--- src/rtl/apb_slv_pkg.sv ---
// Shared types and constants for the APB register-bank completer.
// Holds the FSM state enum, bus widths, LFSR constants and the address-error rule.
package apb_slv_pkg;

  localparam int unsigned ADDR_W = 8;
  localparam int unsigned DATA_W = 32;
  localparam int unsigned STRB_W = 4;

  // Fibonacci LFSR taps 16,14,13,11 -> bit positions 15,13,12,10
  localparam logic [15:0] LFSR_SEED = 16'hACE1;
  localparam logic [15:0] LFSR_TAPS = 16'hB400;

  typedef enum logic [1:0] {
    IDLE,
    ACCESS,
    RESP
  } state_e;

  function automatic logic apb_addr_err(input logic [ADDR_W-1:0] addr,
                                        input logic              write,
                                        input int unsigned       nregs);
    logic misaligned;
    logic out_of_range;
    logic id_write;
    misaligned   = (addr[1:0] != 2'b00);
    out_of_range = (32'(addr[7:2]) >= nregs);
    id_write     = write && (addr[7:2] == 6'd0);
    return misaligned || out_of_range || id_write;
  endfunction

endpackage

--- src/rtl/apb_slv_if.sv ---
// APB bus bundle between the master and the register-bank completer.
// PCLK/PRESET stay as plain module ports.
interface apb_slv_if;
  import apb_slv_pkg::*;

  logic              PSEL;
  logic              PENABLE;
  logic              PWRITE;
  logic [ADDR_W-1:0] PADDR;
  logic [DATA_W-1:0] PWDATA;
  logic [STRB_W-1:0] PSTRB;
  logic [DATA_W-1:0] PRDATA;
  logic              PREADY;
  logic              PSLVERR;

  modport master (
    output PSEL, PENABLE, PWRITE, PADDR, PWDATA, PSTRB,
    input  PRDATA, PREADY, PSLVERR
  );

  modport slave (
    input  PSEL, PENABLE, PWRITE, PADDR, PWDATA, PSTRB,
    output PRDATA, PREADY, PSLVERR
  );

endinterface

--- src/rtl/apb_slv_lfsr.sv ---
// 16-bit Fibonacci LFSR used to randomise wait states; steps once per advance.
// Only instantiated when APB_SLV_RAND_WAIT_EN is defined.
module apb_slv_lfsr
  import apb_slv_pkg::*;
(
  input  logic        PCLK,
  input  logic        PRESET,
  input  logic        advance,
  output logic [15:0] value
);

  always_ff @(posedge PCLK) begin
    if (PRESET) begin
      value <= LFSR_SEED;
    end else if (advance) begin
      value <= {value[14:0], ^(value & LFSR_TAPS)};
    end
  end

endmodule

--- src/rtl/apb_slave_regbank.sv ---
// APB completer with a byte-strobed register file, fixed wait states and error responses.
// Optional macro APB_SLV_RAND_WAIT_EN: pseudo-random 0..WAIT_CYCLES waits from an LFSR.
module apb_slave_regbank
  import apb_slv_pkg::*;
#(
  parameter int unsigned NUM_REGS    = 16,
  parameter logic [31:0] ID_VALUE    = 32'hA5B0_0001,
  parameter int unsigned WAIT_CYCLES = 1
) (
  input  logic     PCLK,
  input  logic     PRESET,
  apb_slv_if.slave bus
);

  state_e            state_q, state_d;
  logic [3:0]        cnt_q, cnt_d;
  logic [3:0]        wait_load;
  logic              setup_ok;

  logic [ADDR_W-1:0] addr_q;
  logic              wr_q;
  logic [DATA_W-1:0] wdata_q;
  logic [STRB_W-1:0] strb_q;
  logic              err_q;

  logic [ADDR_W-1:0] cur_addr;
  logic              cur_wr;
  logic              cur_err;
  logic [DATA_W-1:0] rd_val;

  logic [DATA_W-1:0] prdata_q;
  logic              pready_q;
  logic              pslverr_q;

  logic [DATA_W-1:0] regs [1:NUM_REGS-1];

  assign setup_ok = (state_q == IDLE) && bus.PSEL && !bus.PENABLE;

`ifdef APB_SLV_RAND_WAIT_EN
  logic [15:0] lfsr_val;

  apb_slv_lfsr u_lfsr (
    .PCLK    (PCLK),
    .PRESET  (PRESET),
    .advance (setup_ok),
    .value   (lfsr_val)
  );

  assign wait_load = 4'(32'(lfsr_val[3:0]) % (WAIT_CYCLES + 1));
`else
  assign wait_load = 4'(WAIT_CYCLES);
`endif

  // Zero-wait transfers jump from IDLE straight to RESP, so the live bus
  // fields stand in for the not-yet-latched ones during the setup cycle.
  always_comb begin
    cur_addr = addr_q;
    cur_wr   = wr_q;
    cur_err  = err_q;
    if (state_q == IDLE) begin
      cur_addr = bus.PADDR;
      cur_wr   = bus.PWRITE;
      cur_err  = apb_addr_err(bus.PADDR, bus.PWRITE, NUM_REGS);
    end
  end

  always_comb begin
    rd_val = '0;
    if (cur_addr[7:2] == 6'd0) begin
      rd_val = ID_VALUE;
    end
    for (int unsigned i = 1; i < NUM_REGS; i++) begin
      if (cur_addr[7:2] == 6'(i)) begin
        rd_val = regs[i];
      end
    end
  end

  // cnt_q holds the access cycles still to go including the current one,
  // which lands PREADY exactly WAIT_CYCLES cycles after the first access cycle.
  always_comb begin
    state_d = state_q;
    cnt_d   = cnt_q;
    case (state_q)
      IDLE: begin
        if (setup_ok) begin
          if (wait_load == 4'd0) begin
            state_d = RESP;
            cnt_d   = '0;
          end else begin
            state_d = ACCESS;
            cnt_d   = wait_load;
          end
        end
      end
      ACCESS: begin
        if (!bus.PSEL) begin
          state_d = IDLE;
          cnt_d   = '0;
        end else if (bus.PENABLE) begin
          if (cnt_q <= 4'd1) begin
            state_d = RESP;
            cnt_d   = '0;
          end else begin
            cnt_d = cnt_q - 4'd1;
          end
        end
      end
      RESP: begin
        state_d = IDLE;
      end
      default: begin
        state_d = IDLE;
        cnt_d   = '0;
      end
    endcase
  end

  always_ff @(posedge PCLK) begin
    if (PRESET) begin
      state_q   <= IDLE;
      cnt_q     <= '0;
      addr_q    <= '0;
      wr_q      <= 1'b0;
      wdata_q   <= '0;
      strb_q    <= '0;
      err_q     <= 1'b0;
      prdata_q  <= '0;
      pready_q  <= 1'b0;
      pslverr_q <= 1'b0;
    end else begin
      state_q <= state_d;
      cnt_q   <= cnt_d;
      if (setup_ok) begin
        addr_q  <= bus.PADDR;
        wr_q    <= bus.PWRITE;
        wdata_q <= bus.PWDATA;
        strb_q  <= bus.PSTRB;
        err_q   <= apb_addr_err(bus.PADDR, bus.PWRITE, NUM_REGS);
      end
      pready_q  <= (state_d == RESP);
      pslverr_q <= (state_d == RESP) && cur_err;
      prdata_q  <= ((state_d == RESP) && !cur_wr && !cur_err) ? rd_val : '0;
    end
  end

  always_ff @(posedge PCLK) begin
    if (PRESET) begin
      for (int unsigned i = 1; i < NUM_REGS; i++) begin
        regs[i] <= '0;
      end
    end else if ((state_q == RESP) && wr_q && !err_q) begin
      for (int unsigned i = 1; i < NUM_REGS; i++) begin
        if (addr_q[7:2] == 6'(i)) begin
          for (int unsigned b = 0; b < STRB_W; b++) begin
            if (strb_q[b]) begin
              regs[i][8*b +: 8] <= wdata_q[8*b +: 8];
            end
          end
        end
      end
    end
  end

  assign bus.PRDATA  = prdata_q;
  assign bus.PREADY  = pready_q;
  assign bus.PSLVERR = pslverr_q;

endmodule

--- src/flat_wrapper.sv ---
// flat-port wrapper written by rule: the top's interface ports become plain ports
module apb_slave_regbank_flat import apb_slv_pkg::*;
#(
  parameter int unsigned NUM_REGS    = 16,
  parameter logic [31:0] ID_VALUE    = 32'hA5B0_0001,
  parameter int unsigned WAIT_CYCLES = 1
)
  (PCLK, PRESET, bus_PSEL, bus_PENABLE, bus_PWRITE, bus_PADDR, bus_PWDATA, bus_PSTRB, bus_PRDATA, bus_PREADY, bus_PSLVERR);
  apb_slv_if bus_i ();
  input  logic PCLK;
  input  logic PRESET;
  input wire logic [$bits(bus_i.PSEL)-1:0] bus_PSEL;
  input wire logic [$bits(bus_i.PENABLE)-1:0] bus_PENABLE;
  input wire logic [$bits(bus_i.PWRITE)-1:0] bus_PWRITE;
  input wire logic [$bits(bus_i.PADDR)-1:0] bus_PADDR;
  input wire logic [$bits(bus_i.PWDATA)-1:0] bus_PWDATA;
  input wire logic [$bits(bus_i.PSTRB)-1:0] bus_PSTRB;
  output wire logic [$bits(bus_i.PRDATA)-1:0] bus_PRDATA;
  output wire logic [$bits(bus_i.PREADY)-1:0] bus_PREADY;
  output wire logic [$bits(bus_i.PSLVERR)-1:0] bus_PSLVERR;
  assign bus_i.PSEL = bus_PSEL;
  assign bus_i.PENABLE = bus_PENABLE;
  assign bus_i.PWRITE = bus_PWRITE;
  assign bus_i.PADDR = bus_PADDR;
  assign bus_i.PWDATA = bus_PWDATA;
  assign bus_i.PSTRB = bus_PSTRB;
  assign bus_PRDATA = bus_i.PRDATA;
  assign bus_PREADY = bus_i.PREADY;
  assign bus_PSLVERR = bus_i.PSLVERR;
  apb_slave_regbank #(.NUM_REGS(NUM_REGS), .ID_VALUE(ID_VALUE), .WAIT_CYCLES(WAIT_CYCLES)) u_core (.PCLK(PCLK), .PRESET(PRESET), .bus(bus_i));
endmodule
--- config.mk ---
export PLATFORM = sky130hd
export DESIGN_NAME = apb_slave_regbank_flat
export DESIGN_NICKNAME = d
export VERILOG_FILES = /design/src/rtl/apb_slv_pkg.sv /design/src/rtl/apb_slv_if.sv /design/src/rtl/apb_slv_lfsr.sv /design/src/rtl/apb_slave_regbank.sv /design/src/flat_wrapper.sv
export SDC_FILE = /design/constraint.sdc
export NUM_CORES = 1
export LEC_CHECK = 0
export CORE_ASPECT_RATIO = 1.1
export CORE_MARGIN = 5
export CORE_UTILIZATION = 50
export DETAILED_ROUTE_END_ITERATION = 16
export PLACE_DENSITY = 0.67
export SLEW_MARGIN = 20
export SYNTH_ARGS = -nofsm -noshare
export SYNTH_HDL_FRONTEND = slang
export SYNTH_SLANG_ARGS = --single-unit
--- constraint.sdc ---
create_clock -name PCLK -period 2.4 [get_ports PCLK]
set_input_delay 0.48 -clock PCLK [delete_from_list [all_inputs] [get_ports PCLK]]
set_output_delay 0.48 -clock PCLK [all_outputs]
set_load 0.02 [all_outputs]
[Word level (Yosys, flattened, before mapping)]
Memory sizes are Yosys's and may differ from the RTL's.
Index checks and enable logic that the tools add are counted.
Word-level totals
  bits in registers: 86
  RAM bits: 480
  input port bits: 49
  output and inout bits: 34
  memories kept: 1
Cells by class
  add/subtract/negate cells: 1
  magnitude comparators: 2
  equality and inequality tests: 35
  multiplexer cells: 335
  bitwise operators: 62
  reductions and logical operators: 20
Memories
  u_core.regs: words 15, width 32, read ports 15, clocked after Yosys merged registers in 0, write ports 15, line apb_slave_regbank.sv:35  | logic [DATA_W-1:0] regs [1:NUM_REGS-1];
Operators by type and width (count)
  two-way mux 32 bit: 16
  two-way mux 8 bit: 61
  two-way mux 1 bit: 248
  == test 6 x 4 -> 1 bit, second input constant: 16
  bitwise OR 1 bit: 60
  == test 6 x 3 -> 1 bit, second input constant: 8
  == test 6 x 2 -> 1 bit, second input constant: 4
  two-way mux 4 bit: 4
  == test 6 x 1 -> 1 bit, second input constant: 2
  logical NOT 6 bit: 2
  case mux 4 bit (3 select lines): 1
  logical AND 1 bit: 8
  two-way mux 2 bit: 4
  greater-or-equal comparator 6 x 5 -> 1 bit, second input constant: 1
  == test 2 bit, second input constant: 2
  less-or-equal comparator 4 x 1 -> 1 bit, second input constant: 1
  logical NOT 1 bit: 4
  case mux 2 bit (2 select lines): 1
  subtractor 4 x 1 -> 4 bit, second input constant: 1
  != test 3 bit, second input constant: 1
  AND reduction 3 bit: 1
  == test 2 x 1 -> 1 bit, second input constant: 1
  logical NOT 2 bit: 1
  logical OR 1 bit: 2
  4 further kinds: 5

[Logic depth before layout (Yosys ltp)]
  depth after elaboration: 19
  depth in mapped cells: 10
  mapped depth without buffers: 9

[Worst setup path after synthesis]
Ideal clock, no wire load.
  path kind: input to register
  from: input port bus_PADDR[7]
  to: register u_core.prdata_q[0] (netlist: u_core.bus.PRDATA[0])
  library setup time: 0.120 ns
  arrival: 2.135 ns
  required time: 2.280 ns
  slack: 0.145 ns
  stages on the path: 9
  cell sequence: or4_4 o31a_1 buf_6 nor2_2 buf_4 nand2_1 o21ai_1 a21oi_1 o31a_1
On the way
  longest elaborated chain between the ends: 18
  elaborated cells between the ends (all ways): 43
  classes of those cells: 1 x order compare; 15 x eq/ne; 18 x mux; 1 x bitwise; 8 x reduce/logical
Ends and longest elaborated chain
  start, declared: line flat_wrapper.sv:15  | input wire logic [$bits(bus_i.PADDR)-1:0] bus_PADDR;
  two-way mux 8 bit: line apb_slave_regbank.sv:60  | if (state_q == IDLE) begin
  logical NOT 6 bit: line apb_slave_regbank.sv:69  | if (cur_addr[7:2] == 6'd0) begin
  two-way mux 32 bit: line apb_slave_regbank.sv:69
  two-way mux 32 bit (15 in series): line apb_slave_regbank.sv:73  | if (cur_addr[7:2] == 6'(i)) begin
  end signal, assigned: line apb_slave_regbank.sv:143  | prdata_q <= ((state_d == RESP) && !cur_wr && !cur_err) ? rd_val : '0;
  end, declared: line apb_slave_regbank.sv:31  | logic [DATA_W-1:0] prdata_q;
Several ways; a longest one is shown, not always the timed one.
A chain may end at the register's enable or synchronous reset.

[Worst setup path in the final report]
  from: register u_core.state_q[0]
  to: register u_core.prdata_q[19] (netlist: u_core.bus.PRDATA[19])
On the way
  longest elaborated chain between the ends: 18
  elaborated cells between the ends (all ways): 49
  classes of those cells: 17 x eq/ne; 23 x mux; 1 x bitwise; 8 x reduce/logical
Ends and longest elaborated chain
  start, declared: line apb_slave_regbank.sv:15  | state_e state_q, state_d;
  start signal, assigned: line apb_slave_regbank.sv:132  | state_q <= state_d;
  logical NOT 2 bit: line apb_slave_regbank.sv:37, apb_slave_regbank.sv:60, apb_slave_regbank.sv:84
  two-way mux 8 bit: line apb_slave_regbank.sv:60
  == test 6 x 1 -> 1 bit: line apb_slave_regbank.sv:73
  two-way mux 32 bit (15 in series): line apb_slave_regbank.sv:73
Several ways; a longest one is shown, not always the timed one.

==> reports/qor.txt <==
DP HPWL = 62,060 microns
min Tclk post-route = 2483 ps
Hold Vio Cnt, Final = 0
worst relative slew slack = 41.35%
Post-synth ARST share = 0%
final core utilization = 64.64%
Final ANT Viol Nets = 0
clock slew at reported path FFs = 60 ps
TritonRoute pass-1 iters = 6
RSZ-0062 raised after global routing = true
TritonCTS clock tree = done
I/O Pins = 83
Max Slew Vio Count = 0
H-tree depth = 2
part of the power in combinational logic = 8.9%
Longest Clk Path Bufs = 3
Initial Util = 50.66%
Buffers on Ports = 82
Most used DFF post-synth = edfxtp_1
DIE WIDTH = 225.4 microns
drt first-iter violations = 2,423
GP Congestion = 1.020
setup tns final = -150.1 ps
P_int = 17.13 mW
sequential fraction of the synthesis area = 63.10%
P&R area growth vs syn = 27.60%
Fin Hold WS = 173.9 ps
Crit Path Max Fanout = 9
Avg Cell Area, Syn = 11.71 sq um
Max-cap violations = 0
NumNets Final = 2,631
number of remaining DRC errors = 0
sequential power share = 50.2%
Final Cycle Share = 103.4%
WL final = 86,920 microns
Die ar. = 0.05564 sq mm
synthesized cell area = 0.02551 sq mm
leak pwr = 12.02 nW
latest clock arrival within the worst-skew pair = 630 ps
final setup vio count = 3
Finished Cell Area = 0.03255 sq mm
CORE AREA = 0.05036 sq mm
share of post-route cells with drive strength above 1 = 23.29%
Max IR drop VDD = 0.0006439 V
worst slew pin tran = 878.6 ps
first-pass GRT wire length = 125,200 microns
Sw Share = 23.26%
number of global-route vias before repair = 19,350
clock sink total = 564
global-route usage over all layers = 30.24%
DR vias = 20,020
total grt overflow = 0
outcome = finished, violations left
Setup crit end kind = flop
register bit total from synthesis = 564
number of synthesized flops with an enable pin = 480
maximum clock rate = 402.8 MHz
largest net degree at the start of global routing = 44
Vias/cell = 6.089
failing checks = negative setup slack
CTS buffer count = 57
Clock power frac = 41.0%
Synth Instances = 2,178
Antenna Cells = 0
synth warn = 0
Final Skew = 26.81 ps
Post-Syn Nets = 2,229
arrival time worst endpoint = 2970 ps
startpoint types = flop
P_sw = 5.191 mW
die span in y = 246.9 microns
most frequent cells in the layout = and2_1, edfxtp_1, buf_4
Crit Path Class = reg2reg
Cell Area, Placed = 0.02965 sq mm
HP Class = in2reg
commonest non-fill, non-tap cell in the layout = and2_1
dpl ws = -685.0 ps
slack of the critical path = -82.72 ps
clock root buffer = clkbuf_16
critical path required time = 2890 ps
initial antenna violation count = 1
number of distinct library cells after synthesis = 83
drt wl/cell = 26.44 microns
pwr/cell area = 685.6 mW/mm^2
# rows = 86
state kept, by name, summed over array words and instances, names as in the netlist, 2 cells and up:
register and cells:
u_core.strb_q 4, u_core.addr_q 6, u_core.cnt_q 4, u_core.state_q 2
u_core.wdata_q 32, u_core.bus.PRDATA 32, u_core.regs 480
final timing paths:
kind / to / startpoint / slack (ps) / cells past startpoint
worst max-delay path: u_core.bus.PRDATA[19] / u_core.state_q[0] / -80 / 12
worst min-delay path: u_core.state_q[0] / PRESET / 170 / 2
worst max register to register: u_core.bus.PRDATA[19] / u_core.state_q[0] / -80 / 12
worst min register to register: u_core.strb_q[3] / u_core.strb_q[3] / 470 / 2
power by group through the flow:
stage               Sequential, mW  Combinational [mW]  Clock [mW]
global route                  11.2                2.07        9.60
floorplan                     11.2               0.855           0
global placement              11.4                1.72           0
detailed placement            11.4                1.74           0
CTS                           11.2                1.80        9.19
finish                        11.2                1.98        9.14
metrics by stage:
| step | std cells | total power [mW] |
|---|---|---|
| after floorplan | 2178 | 12.07 |
| after global placement | 3135 | 13.10 |
| after detailed placement | 3135 | 13.14 |
| after CTS | 3254 | 22.17 |
| after global routing | 3288 | 22.88 |
| final | 3288 | 22.32 |
logic make-up after synthesis:
| family | count (synthesis) | synth area share [%] |
|---|---|---|
| simple gates | 922 | 19.59 |
| flops | 564 | 63.10 |
| compound gates | 528 | 13.87 |
| buf+inv | 147 | 2.732 |
| mux | 13 | 0.5543 |
| xor+xnor | 2 | 0.06868 |
| fa+ha+maj | 2 | 0.09808 |
what timing repair did:
action | 4_1_cts | 5_1_grt
gates resized for setup | 34 | 114
hold buffers | 0 | 0
gates cloned | 0 | 3
buffers inserted | 12 | 32
setup endpoints to repair | 30 | 38
pin swaps | 9 | 46
cell usage after synthesis (all sizes together) (7+ instances only):
master	instances	area [sq um]
clkbuf	80	300.3
nand2	202	770.7
dfxtp	84	1682
a22oi	25	187.7
buf	65	389.1
nand3	24	135.1
o21ai	81	412.9
o221ai	12	105.1
and2	485	3037
a2bb2oi	7	61.31
a2111oi	13	136.4
a221oi	20	175.2
o21bai	60	450.4
nor2	142	555.5
a21oi	122	618.1
nor3	29	190.2
a31oi	23	143.9
mux2i	10	107.6
o211ai	13	97.59
a211oi	12	90.09
a22o	7	61.31
edfxtp	480	14410
o22ai	73	456.7
metal layers:
| layer | vias up | part of all wire, % | GRT usage [%] |
|---|---|---|---|
| met1 | 9760 | 37 | 39.10 |
| met4 | 2 | 6.0 | 13.62 |
| li1 | 8766 | - | - |
| met3 | 272 | 10 | 6.375 |
| met5 | - | 0.0081 | 0 |
| met2 | 1220 | 47 | 49.33 |
final cells by class:
| class | instances | area [sq um] |
|---|---|---|
| fill | 3834 | 17810 |
| inverter | 2 | 7.507 |
| clock inverter | 22 | 279.0 |
| tap | 660 | 825.8 |
| clock buffer | 85 | 1633 |
| timing repair buffer | 487 | 4471 |
| sequential | 564 | 16100 |
| multi-input combinational | 1468 | 9231 |
worst max-delay path: stages, from the launching register on:
cell,delay [ps]
dfxtp_4,380
nor2_4,220
buf_4,150
buf_4,110
o31ai_4,70
buf_12,160
nand2_8,110
buf_12,140
nor2_4,40
buf_6,120
a222oi_1,490
nand4b_1,180
o2bb2ai_1,170
(Power assumes the default switching activity.)
